`src/rtl/alu_seq_if.sv`:
```
// alu_seq_if: request/result bundle for the sequential ALU.
//   master : drives start, sel, in1, in2, sra; observes busy, done, out and flags.
//   slave  : the ALU itself.
// Parameters: WIDTH (operand width), SHW (shift-amount width, derived).
interface alu_seq_if #(
  parameter int unsigned WIDTH = 32,
  parameter int unsigned SHW   = $clog2(WIDTH)
);
  logic             start;
  logic [3:0]       sel;
  logic [WIDTH-1:0] in1;
  logic [WIDTH-1:0] in2;
  logic [SHW-1:0]   sra;
  logic             busy;
  logic             done;
  logic [WIDTH-1:0] out;
  logic             z, s, p, g, e, l, dz;

  modport master (
    output start, sel, in1, in2, sra,
    input  busy, done, out, z, s, p, g, e, l, dz
  );

  modport slave (
    input  start, sel, in1, in2, sra,
    output busy, done, out, z, s, p, g, e, l, dz
  );
endinterface

```
`src/rtl/alu_seq.sv`:
```
// alu_seq: parametrised sequential ALU, 16 opcodes.
//   Simple ops complete one cycle after the accepting edge. mul/div/mod iterate one bit
//   per cycle behind busy; done pulses once when out and flags are updated.
// Ports:
//   clk  - clock, rising edge
//   rst  - asynchronous active-high reset
//   bus  - alu_seq_if.slave (start/sel/in1/in2/sra in; busy/done/out/z/s/p/g/e/l/dz out)
// Build option: define ALU_SEQ_FAST_MUL_EN to make mul a single-cycle combinational op.
module alu_seq #(
  parameter int unsigned WIDTH = 32,
  parameter int unsigned SHW   = $clog2(WIDTH)
) (
  input  logic       clk,
  input  logic       rst,
  alu_seq_if.slave   bus
);

`ifdef ALU_SEQ_FAST_MUL_EN
  localparam bit FastMul = 1'b1;
`else
  localparam bit FastMul = 1'b0;
`endif

  localparam logic [3:0] OpMul = 4'h2;
  localparam logic [3:0] OpDiv = 4'h3;
  localparam logic [3:0] OpMod = 4'h4;

  typedef enum logic [1:0] {StIdle, StMul, StDiv, StFin} state_e;

  state_e           r_state;
  logic [3:0]       r_op;
  logic [WIDTH-1:0] r_a, r_b;
  logic [WIDTH-1:0] r_acc;   // mul partial product / div remainder
  logic [WIDTH-1:0] r_x;     // mul shifted multiplicand
  logic [WIDTH-1:0] r_y;     // mul remaining multiplier / div dividend->quotient
  logic [SHW-1:0]   r_cnt;
  logic             r_dz_pend;
  logic             r_busy, r_done, r_dz;
  logic [WIDTH-1:0] r_out;
  logic             r_z, r_s, r_p, r_g, r_e, r_l;

  function automatic logic [WIDTH-1:0] simple_op(input logic [3:0] op,
                                                 input logic [WIDTH-1:0] a,
                                                 input logic [WIDTH-1:0] b,
                                                 input logic [SHW-1:0] sh);
    logic [2*WIDTH-1:0] dbl_l, dbl_r;
    logic [WIDTH-1:0]   res;
    // Rotates via a doubled operand; sh is SHW bits wide so it is already modulo WIDTH.
    dbl_l = {a, a} << sh;
    dbl_r = {a, a} >> sh;
    case (op)
      4'h0: res = a + b;
      4'h1: res = a - b;
`ifdef ALU_SEQ_FAST_MUL_EN
      4'h2: res = a * b;
`else
      4'h2: res = '0;
`endif
      4'h5: res = (a > b) ? a : b;
      4'h6: res = (a < b) ? a : b;
      4'h7: res = ~a;
      4'h8: res = ~(a & b);
      4'h9: res = ~(a | b);
      4'hA: res = ~(a ^ b);
      4'hB: res = a << sh;
      4'hC: res = $unsigned($signed(a) >>> sh);
      4'hD: res = a >> sh;
      4'hE: res = dbl_l[2*WIDTH-1:WIDTH];
      4'hF: res = dbl_r[WIDTH-1:0];
      default: res = '0;
    endcase
    return res;
  endfunction

  logic             w_iter, w_is_div, w_fire;
  logic [WIDTH-1:0] w_acc, w_x, w_y, w_b;
  logic [WIDTH-1:0] w_acc_n, w_x_n, w_y_n;
  logic [WIDTH:0]   w_rem_sh, w_diff;
  logic [WIDTH-1:0] w_fin_res, w_res, w_cmp_a, w_cmp_b;

  always_comb begin
    w_iter = (bus.sel == OpDiv) || (bus.sel == OpMod) || (!FastMul && (bus.sel == OpMul));
  end

  // One iteration step. In StIdle it runs on the raw inputs so the accepting edge
  // already performs the first iteration; that keeps the total latency at WIDTH+1.
  always_comb begin
    w_is_div = (r_state == StIdle) ? (bus.sel != OpMul) : (r_op != OpMul);
    if (r_state == StIdle) begin
      w_acc = '0;
      w_x   = bus.in1;
      w_y   = w_is_div ? bus.in1 : bus.in2;
      w_b   = bus.in2;
    end else begin
      w_acc = r_acc;
      w_x   = r_x;
      w_y   = r_y;
      w_b   = r_b;
    end
    w_rem_sh = {w_acc, w_y[WIDTH-1]};
    w_diff   = w_rem_sh - {1'b0, w_b};
    if (w_is_div) begin
      w_acc_n = w_diff[WIDTH] ? w_rem_sh[WIDTH-1:0] : w_diff[WIDTH-1:0];
      w_y_n   = {w_y[WIDTH-2:0], ~w_diff[WIDTH]};
      w_x_n   = w_x;
    end else begin
      w_acc_n = w_y[0] ? (w_acc + w_x) : w_acc;
      w_x_n   = w_x << 1;
      w_y_n   = w_y >> 1;
    end
  end

  always_comb begin
    if (r_dz_pend) begin
      w_fin_res = (r_op == OpDiv) ? '1 : r_a;
    end else if (r_op == OpDiv) begin
      w_fin_res = r_y;
    end else begin
      w_fin_res = r_acc;
    end
    w_fire  = (r_state == StFin) || ((r_state == StIdle) && bus.start && !w_iter);
    w_res   = (r_state == StFin) ? w_fin_res : simple_op(bus.sel, bus.in1, bus.in2, bus.sra);
    w_cmp_a = (r_state == StFin) ? r_a : bus.in1;
    w_cmp_b = (r_state == StFin) ? r_b : bus.in2;
  end

  always_ff @(posedge clk or posedge rst) begin
    if (rst) begin
      r_state   <= StIdle;
      r_op      <= '0;
      r_a       <= '0;
      r_b       <= '0;
      r_acc     <= '0;
      r_x       <= '0;
      r_y       <= '0;
      r_cnt     <= '0;
      r_dz_pend <= 1'b0;
      r_busy    <= 1'b0;
      r_done    <= 1'b0;
      r_dz      <= 1'b0;
      r_out     <= '0;
      r_z       <= 1'b0;
      r_s       <= 1'b0;
      r_p       <= 1'b0;
      r_g       <= 1'b0;
      r_e       <= 1'b0;
      r_l       <= 1'b0;
    end else begin
      r_done <= 1'b0;
      case (r_state)
        StIdle: begin
          if (bus.start) begin
            r_op <= bus.sel;
            r_a  <= bus.in1;
            r_b  <= bus.in2;
            if (w_iter) begin
              r_busy <= 1'b1;
              if ((bus.sel != OpMul) && (bus.in2 == '0)) begin
                r_dz_pend <= 1'b1;
                r_state   <= StFin;
              end else begin
                r_dz_pend <= 1'b0;
                r_acc     <= w_acc_n;
                r_x       <= w_x_n;
                r_y       <= w_y_n;
                r_cnt     <= SHW'(WIDTH - 2);
                r_state   <= (bus.sel == OpMul) ? StMul : StDiv;
              end
            end
          end
        end
        StMul, StDiv: begin
          r_acc <= w_acc_n;
          r_x   <= w_x_n;
          r_y   <= w_y_n;
          if (r_cnt == '0) begin
            r_state <= StFin;
          end else begin
            r_cnt <= r_cnt - 1'b1;
          end
        end
        StFin: begin
          r_busy  <= 1'b0;
          r_state <= StIdle;
        end
        default: r_state <= StIdle;
      endcase

      if (w_fire) begin
        r_out  <= w_res;
        r_done <= 1'b1;
        r_dz   <= (r_state == StFin) && r_dz_pend;
        r_z    <= (w_res == '0);
        r_s    <= w_res[WIDTH-1];
        r_p    <= ^w_res;
        r_g    <= (w_cmp_a > w_cmp_b);
        r_e    <= (w_cmp_a == w_cmp_b);
        r_l    <= (w_cmp_a < w_cmp_b);
      end
    end
  end

  assign bus.busy = r_busy;
  assign bus.done = r_done;
  assign bus.out  = r_out;
  assign bus.z    = r_z;
  assign bus.s    = r_s;
  assign bus.p    = r_p;
  assign bus.g    = r_g;
  assign bus.e    = r_e;
  assign bus.l    = r_l;
  assign bus.dz   = r_dz;

endmodule
```
`src/flat_wrapper.sv`:
```
// flat-port wrapper written by rule: the top's interface ports become plain ports
module alu_seq_flat 
#(
  parameter int unsigned WIDTH = 32,
  parameter int unsigned SHW   = $clog2(WIDTH)
)
  (clk, rst, bus_start, bus_sel, bus_in1, bus_in2, bus_sra, bus_busy, bus_done, bus_out, bus_z, bus_s, bus_p, bus_g, bus_e, bus_l, bus_dz);
  alu_seq_if #(.WIDTH(WIDTH), .SHW(SHW)) bus_i ();
  input  logic clk;
  input  logic rst;
  input wire logic [$bits(bus_i.start)-1:0] bus_start;
  input wire logic [$bits(bus_i.sel)-1:0] bus_sel;
  input wire logic [$bits(bus_i.in1)-1:0] bus_in1;
  input wire logic [$bits(bus_i.in2)-1:0] bus_in2;
  input wire logic [$bits(bus_i.sra)-1:0] bus_sra;
  output wire logic [$bits(bus_i.busy)-1:0] bus_busy;
  output wire logic [$bits(bus_i.done)-1:0] bus_done;
  output wire logic [$bits(bus_i.out)-1:0] bus_out;
  output wire logic [$bits(bus_i.z)-1:0] bus_z;
  output wire logic [$bits(bus_i.s)-1:0] bus_s;
  output wire logic [$bits(bus_i.p)-1:0] bus_p;
  output wire logic [$bits(bus_i.g)-1:0] bus_g;
  output wire logic [$bits(bus_i.e)-1:0] bus_e;
  output wire logic [$bits(bus_i.l)-1:0] bus_l;
  output wire logic [$bits(bus_i.dz)-1:0] bus_dz;
  assign bus_i.start = bus_start;
  assign bus_i.sel = bus_sel;
  assign bus_i.in1 = bus_in1;
  assign bus_i.in2 = bus_in2;
  assign bus_i.sra = bus_sra;
  assign bus_busy = bus_i.busy;
  assign bus_done = bus_i.done;
  assign bus_out = bus_i.out;
  assign bus_z = bus_i.z;
  assign bus_s = bus_i.s;
  assign bus_p = bus_i.p;
  assign bus_g = bus_i.g;
  assign bus_e = bus_i.e;
  assign bus_l = bus_i.l;
  assign bus_dz = bus_i.dz;
  alu_seq #(.WIDTH(WIDTH), .SHW(SHW)) u_core (.clk(clk), .rst(rst), .bus(bus_i));
endmodule
```
`config.mk`:
```
export PLATFORM = sky130hd
export DESIGN_NAME = alu_seq_flat
export DESIGN_NICKNAME = d
export VERILOG_FILES = /design/src/rtl/alu_seq_if.sv /design/src/rtl/alu_seq.sv /design/src/flat_wrapper.sv
export SDC_FILE = /design/constraint.sdc
export NUM_CORES = 2
export LEC_CHECK = 0
export CAP_MARGIN = 10
export CORE_ASPECT_RATIO = 0.8
export CORE_MARGIN = 4
export CORE_UTILIZATION = 58
export CTS_BUF_LIST = sky130_fd_sc_hd__clkbuf_4 sky130_fd_sc_hd__clkbuf_8 sky130_fd_sc_hd__clkbuf_16
export CTS_CLUSTER_DIAMETER = 150
export DETAILED_ROUTE_END_ITERATION = 6
export PLACE_DENSITY = 0.81
export SYNTH_ARGS = -nofsm -noshare
export SYNTH_HDL_FRONTEND = slang
export SYNTH_SLANG_ARGS = --single-unit
```
`constraint.sdc`:
```
create_clock -name clk -period 7.36 [get_ports clk]
set_input_delay 1.104 -clock clk [delete_from_list [all_inputs] [get_ports clk]]
set_output_delay 1.104 -clock clk [all_outputs]
set_load 0.05 [all_outputs]
```
# Word level (Yosys, flattened, before mapping)
# Index checks and enable logic that the tools add are counted.
# totals
register_bits	213
output_inout_bits	41
in_bits	76
# classes
magnitude_cmp	4
n_mux	48
n_addsub	5
n_shift	5
n_eq_ne	27
reduce_logical	23
n_bitwise	8
# ops
operator	n
32-bit two-way mux	27
32-bit one-hot mux with 13 select lines	1
32-bit one-hot mux with 2 select lines	3
32-bit NOT	4
32-bit adder	2
32-bit greater-than comparator	2
32-bit zero test	2
32-bit < comparator	2
64-bit by 5-bit << shifter with 64-bit output	1
64-bit by 5-bit right shift with 32-bit output	1
33-bit by 32-bit subtractor with 33-bit output	1
32-bit AND	1
32-bit == test	1
4-bit == test, second input constant	8
32-bit bitwise OR	1
32-bit XOR reduction	1
32-bit by 5-bit << shifter with 32-bit output	1
32-bit by 5-bit right shift with 32-bit output	1
32-bit by 5-bit >>> shifter with 32-bit output	1
32-bit subtractor	1
32-bit XOR	1
5-bit two-way mux	4
4-bit by 3-bit == test with 1-bit output, second input constant	4
4-bit by 2-bit == test with 1-bit output, second input constant	3
other kinds (25)	46

# Longest topological paths before layout
# depth
depth_word	11
ltp_mapped	23
depth_no_buf	20

# Worst setup path after synthesis
# OpenSTA, ideal clock, no wires.
# synth_timing
path_type	input port to flip-flop
from	input port bus_sel[1]
to	register u_core.r_acc[31]
path_buffers	2
setup_ns	0.146
path_stages	21
slack_ns	1.662
arrival_time_ns	5.551
cell_sequence	clkbuf_1 nand2b_1 nor3_1 nand2_1 o31a_1 nand2_1 o211ai_1 o21ai_0 ha_1 inv_1 fa_1 a211oi_1 o21a_1 a21oi_1 o211ai_1 a31oi_1 o31ai_1 xnor2_1 buf_2 o22ai_1 or4b_2
# synth_between
elab_chain_cells	11
# synth_lines
element	line	rtl
start: declaration	flat_wrapper.sv:12	input wire logic [$bits(bus_i.sel)-1:0] bus_sel;
4-bit by 2-bit != test with 1-bit output	alu_seq.sv:88, alu_seq.sv:158	
1-bit two-way mux	alu_seq.sv:88	w_is_div = (r_state == StIdle) ? (bus.sel != OpMul) : (r_op != OpMul);
32-bit two-way mux	alu_seq.sv:92	w_y = w_is_div ? bus.in1 : bus.in2;
32-bit two-way mux	alu_seq.sv:89	if (r_state == StIdle) begin
33-bit by 32-bit subtractor with 33-bit output	alu_seq.sv:101	w_diff = w_rem_sh - {1'b0, w_b};
32-bit two-way mux	alu_seq.sv:103	w_acc_n = w_diff[WIDTH] ? w_rem_sh[WIDTH-1:0] : w_diff[WIDTH-1:0];
32-bit two-way mux	alu_seq.sv:102	if (w_is_div) begin
32-bit two-way mux	alu_seq.sv:158	if ((bus.sel != OpMul) && (bus.in2 == '0)) begin
32-bit two-way mux	alu_seq.sv:156	if (w_iter) begin
32-bit two-way mux	alu_seq.sv:152	if (bus.start) begin
32-bit one-hot mux with 2 select lines	alu_seq.sv:150	case (r_state)
end signal: assignment	alu_seq.sv:163	r_acc <= w_acc_n;
end signal: assignment	alu_seq.sv:173	r_acc <= w_acc_n;
end: declaration	alu_seq.sv:33	logic [WIDTH-1:0] r_acc;
# Parallel ways exist; a longest one is shown, timed or not. The select of a mux whose other input is x is not followed.
# A chain may end at the register's enable or synchronous reset.

# Worst setup path in the final report
# layout_timing
from	input port bus_sel[2]
to	register u_core.r_acc[28]
# The elaborated chain is that of the path after synthesis.

==> out/qor.yml <==
outcome:
  status: "finished, violations left"
  violations: "DRC"
drt:
  vias_per_cell: 7.672
  totalWireLength_um: 144700
  met3_length_um: 26450
  met2WireLength_um: 53600
  avgRoutedWirePerCell_um: 33.69
  met1_length_um: 53550
  drtIter0Drc: 6574
  dr.pass1.iters: 7
  drcViolationCount: 1
  vias: 32940
  top_layer: "met5"
  drtAntennaViolNets: 0
setup_path:
  crit_start: "bus_sel[2]"
  cp_top_family: "compound AO/OA/AOI/OAI gates"
  slowest_delay_ns: 0.51
  r2r_slack_ns: 1.01
  cp_max_fo: 17
  path_depth: 25
  reg2reg_from: "u_core.r_state[0]"
  critPathArrivalTime_ns: 7.18
  cp.required_ns: 7.85
  worst_setup_path_start_kind: "primary input"
  cpMaxStageDelayCell: "o211ai_1"
  path_class: "primary input to flop"
  worst_setup_path_end_kind: "flop"
  endpoint: "u_core.r_acc[28]"
  timing.rr.end: "u_core.r_acc[28]"
  crit_buf_inv: 6
  rr_worst_depth: 23
hold_path:
  hold_path.class: "flop to flop"
sta:
  worst_pin_slew_ns: 1.309
  fin_crit_sh: 0.9092
  slew_headroom: 0.1221
  rsz0062_at_grt: "false"
  skew_ns: 0.02212
  max_freq_mhz: 149.4
  whs_ns: 0.5007
  fin_crit_ns: 6.692
  setup-tns-final_ns: 0
  slew_violations: 0
  setup_viol: 0
  hold_viol_final: 0
clocking:
  cts_resized: 0
  cts-root-buf: "clkbuf_16"
  clk_latency_ns: 0.59
  cts_setup_buffers: 0
  clkTransAtPathRegs_ns: 0.06
  cts.hold.buffers_added: 0
  cts_buffers: 26
  cts_tree: "done"
  htreeDepth: 1
  clockBufferDepth: 3
  cts.sinks: 212
logic_synthesis:
  syn-num-nets: 3889
  syn_avg_cell_area_um2: 7.769
  synthArstFlopShare: 1.000
  synth_ff_type: "dfrtp_1"
  ys_seq_elements: 212
  synth_cell_types: 97
  yosys_warnings: 0
  synth-edff-count: 0
  synth-seq-area-share: 0.1900
  mappedNetlistArea_mm2: 0.02792
  syn-instance-count: 3594
place:
  postPlaceCellArea_mm2: 0.03024
  io_buffers: 116
  place_hpwl_um: 108900
  gp_routability_congestion: 1.172
grt:
  grt_pass1_wl_um: 208000
  grt_max_degree: 130
  grt_pass1_vias: 30250
  grt_overflow: 0
  antenna_found_initial: 5
  track_usage: 0.5382
floorplan:
  die_h_um: 204.3
  rows: 71
  die_area_mm2: 0.05174
  start_util: 0.5908
  pin_count: 117
  die_w_um: 253.3
  core_area_mm2: 0.04726
finish:
  finalInstanceArea_mm2: 0.03115
  fin_util: 0.6592
  drive_gt1_frac: 0.1174
  areaGrowthSynthToFinish_pct: 11.57
  nets: 3946
pwr:
  p_leak_nw: 13.25
  cellPowerDensity_mw_per_mm2: 514.3
  peakVddDrop_mv: 0.5739
run:
  drv_cap: 0
metal layers:
layer	global-route usage	vias to the layer above
met4	0.2690	8
met2	0.7173	3317
met1	0.7228	15450
met3	0.2528	659
met5	0.02286	-
li1	-	13510
stage by stage:
stage,worst slack [ns],power [mW],std cells
2_1_floorplan,0.4618,10.21,3594
5_1_grt,0.3783,16.74,4292
6_report,0.6682,16.02,4294
4_1_cts,0.9489,15.30,4291
3_5_place_dp,0.4788,13.75,4243
3_3_place_gp,0.5601,13.38,4243
cell usage after synthesis, types with 21 or more instances:
cell | instances | area share
mux4_2 | 70 | 0.056
o21a_1 | 40 | 0.011
a21o_1 | 64 | 0.017
o221ai_1 | 44 | 0.014
nand2_1 | 339 | 0.046
inv_1 | 144 | 0.019
o21ai_0 | 319 | 0.057
o31ai_1 | 21 | 0.0056
nor2b_1 | 57 | 0.013
nand2b_1 | 29 | 0.0065
a211oi_1 | 67 | 0.018
clkbuf_1 | 198 | 0.027
dfrtp_1 | 212 | 0.19
nor4_1 | 29 | 0.0065
nand3_1 | 61 | 0.011
o211ai_1 | 38 | 0.010
a31oi_1 | 29 | 0.0065
nand4_1 | 24 | 0.0054
mux2_2 | 61 | 0.025
o22ai_1 | 73 | 0.016
nor3_1 | 69 | 0.012
xor2_1 | 25 | 0.0078
xnor2_1 | 52 | 0.016
buf_1 | 40 | 0.0054
mux2i_1 | 231 | 0.083
nor2_1 | 346 | 0.047
a221oi_1 | 43 | 0.013
a21oi_1 | 319 | 0.057
o21bai_1 | 21 | 0.0056
ha_1 | 215 | 0.096
layout by cell type, fill, tap and decap left out, types with 19 or more instances in the layout:
cell	synthesis	layout
nor2_1	346	344
nand2_1	339	338
a21oi_1	319	319
o21ai_0	319	318
mux2i_1	231	231
ha_1	215	213
dfrtp_1	212	211
buf_4	10	192
inv_1	144	142
clkdlybuf4s50_1	0	112
o22ai_1	73	73
mux4_2	70	70
nor3_1	69	68
a211oi_1	67	66
a21o_1	64	64
mux2_2	61	61
nand3_1	61	61
nor2b_1	57	57
xnor2_1	52	51
o221ai_1	44	44
a221oi_1	43	43
o21a_1	40	40
o211ai_1	38	38
nand2b_1	29	29
a31oi_1	29	28
nor4_1	29	28
clkbuf_16	0	26
xor2_1	25	25
nand4_1	24	24
o21bai_1	21	21
o31ai_1	21	20
a22oi_1	19	19
power breakdown:
| part | switching, mW | total (mW) | internal, mW |
|---|---|---|---|
| Sequential | 0.560 | 2.33 | 1.77 |
| Clock | 0.617 | 1.43 | 0.814 |
| Combinational | 7.63 | 12.3 | 4.63 |
| Total | 8.81 | 16.0 | 7.21 |
state kept, by name (all words and copies together) (netlist names):
signal / flops
u_core.r_state: 2
u_core.r_cnt: 5
u_core.r_x: 32
u_core.r_a: 32
u_core.bus.l: 1
u_core.bus.z: 1
u_core.r_dz_pend: 1
u_core.r_acc: 32
u_core.bus.g: 1
u_core.bus.p: 1
u_core.bus.busy: 1
u_core.r_b: 32
u_core.r_op: 4
u_core.bus.out: 31
u_core.bus.done: 1
u_core.r_y: 32
u_core.bus.e: 1
u_core.bus.dz: 1
u_core.bus.s: 1
cell type report:
type / count / area [µm²]
fillers: 3896 / 16110
multi-input cells: 2951 / 20900
diodes: 3 / 7.507
repair buffers: 313 / 2698
well taps: 620 / 775.7
inverters: 147 / 559.3
flip-flops and latches: 212 / 5306
clock buffers: 28 / 678.2
clock inverters: 20 / 234.0
worst min-delay path, cell delays in order (launching register included):
cell     delay, ns
dfrtp_1       0.35
nand2_1       0.05
o21ai_0       0.06
worst min-delay path by stage:
stage	from	end	slack (ns)	cells after the start
CTS	u_core.r_x[0]	u_core.r_x[0]	0.49	2
detailed placement	u_core.bus.g	u_core.bus.g	0.47	2
finish	u_core.r_y[19]	u_core.r_y[19]	0.50	2
global placement	u_core.bus.g	u_core.bus.g	0.46	2
floorplan	u_core.r_x[0]	u_core.r_x[0]	0.43	2
global route	u_core.r_y[19]	u_core.r_y[19]	0.53	2
logic make-up after synthesis:
| family | count (synthesis) | synth area share |
|---|---|---|
| XOR/XNOR | 77 | 0.02415 |
| multiplexers | 362 | 0.1639 |
| AO/OA/AOI/OAI | 1258 | 0.2899 |
| buffers and inverters | 431 | 0.06560 |
| AND/OR/NAND/NOR | 1035 | 0.1673 |
| adder cells (fa/ha/maj) | 219 | 0.09921 |
| flip-flops | 212 | 0.1900 |
Note: power is estimated with default switching activity, not from simulation.
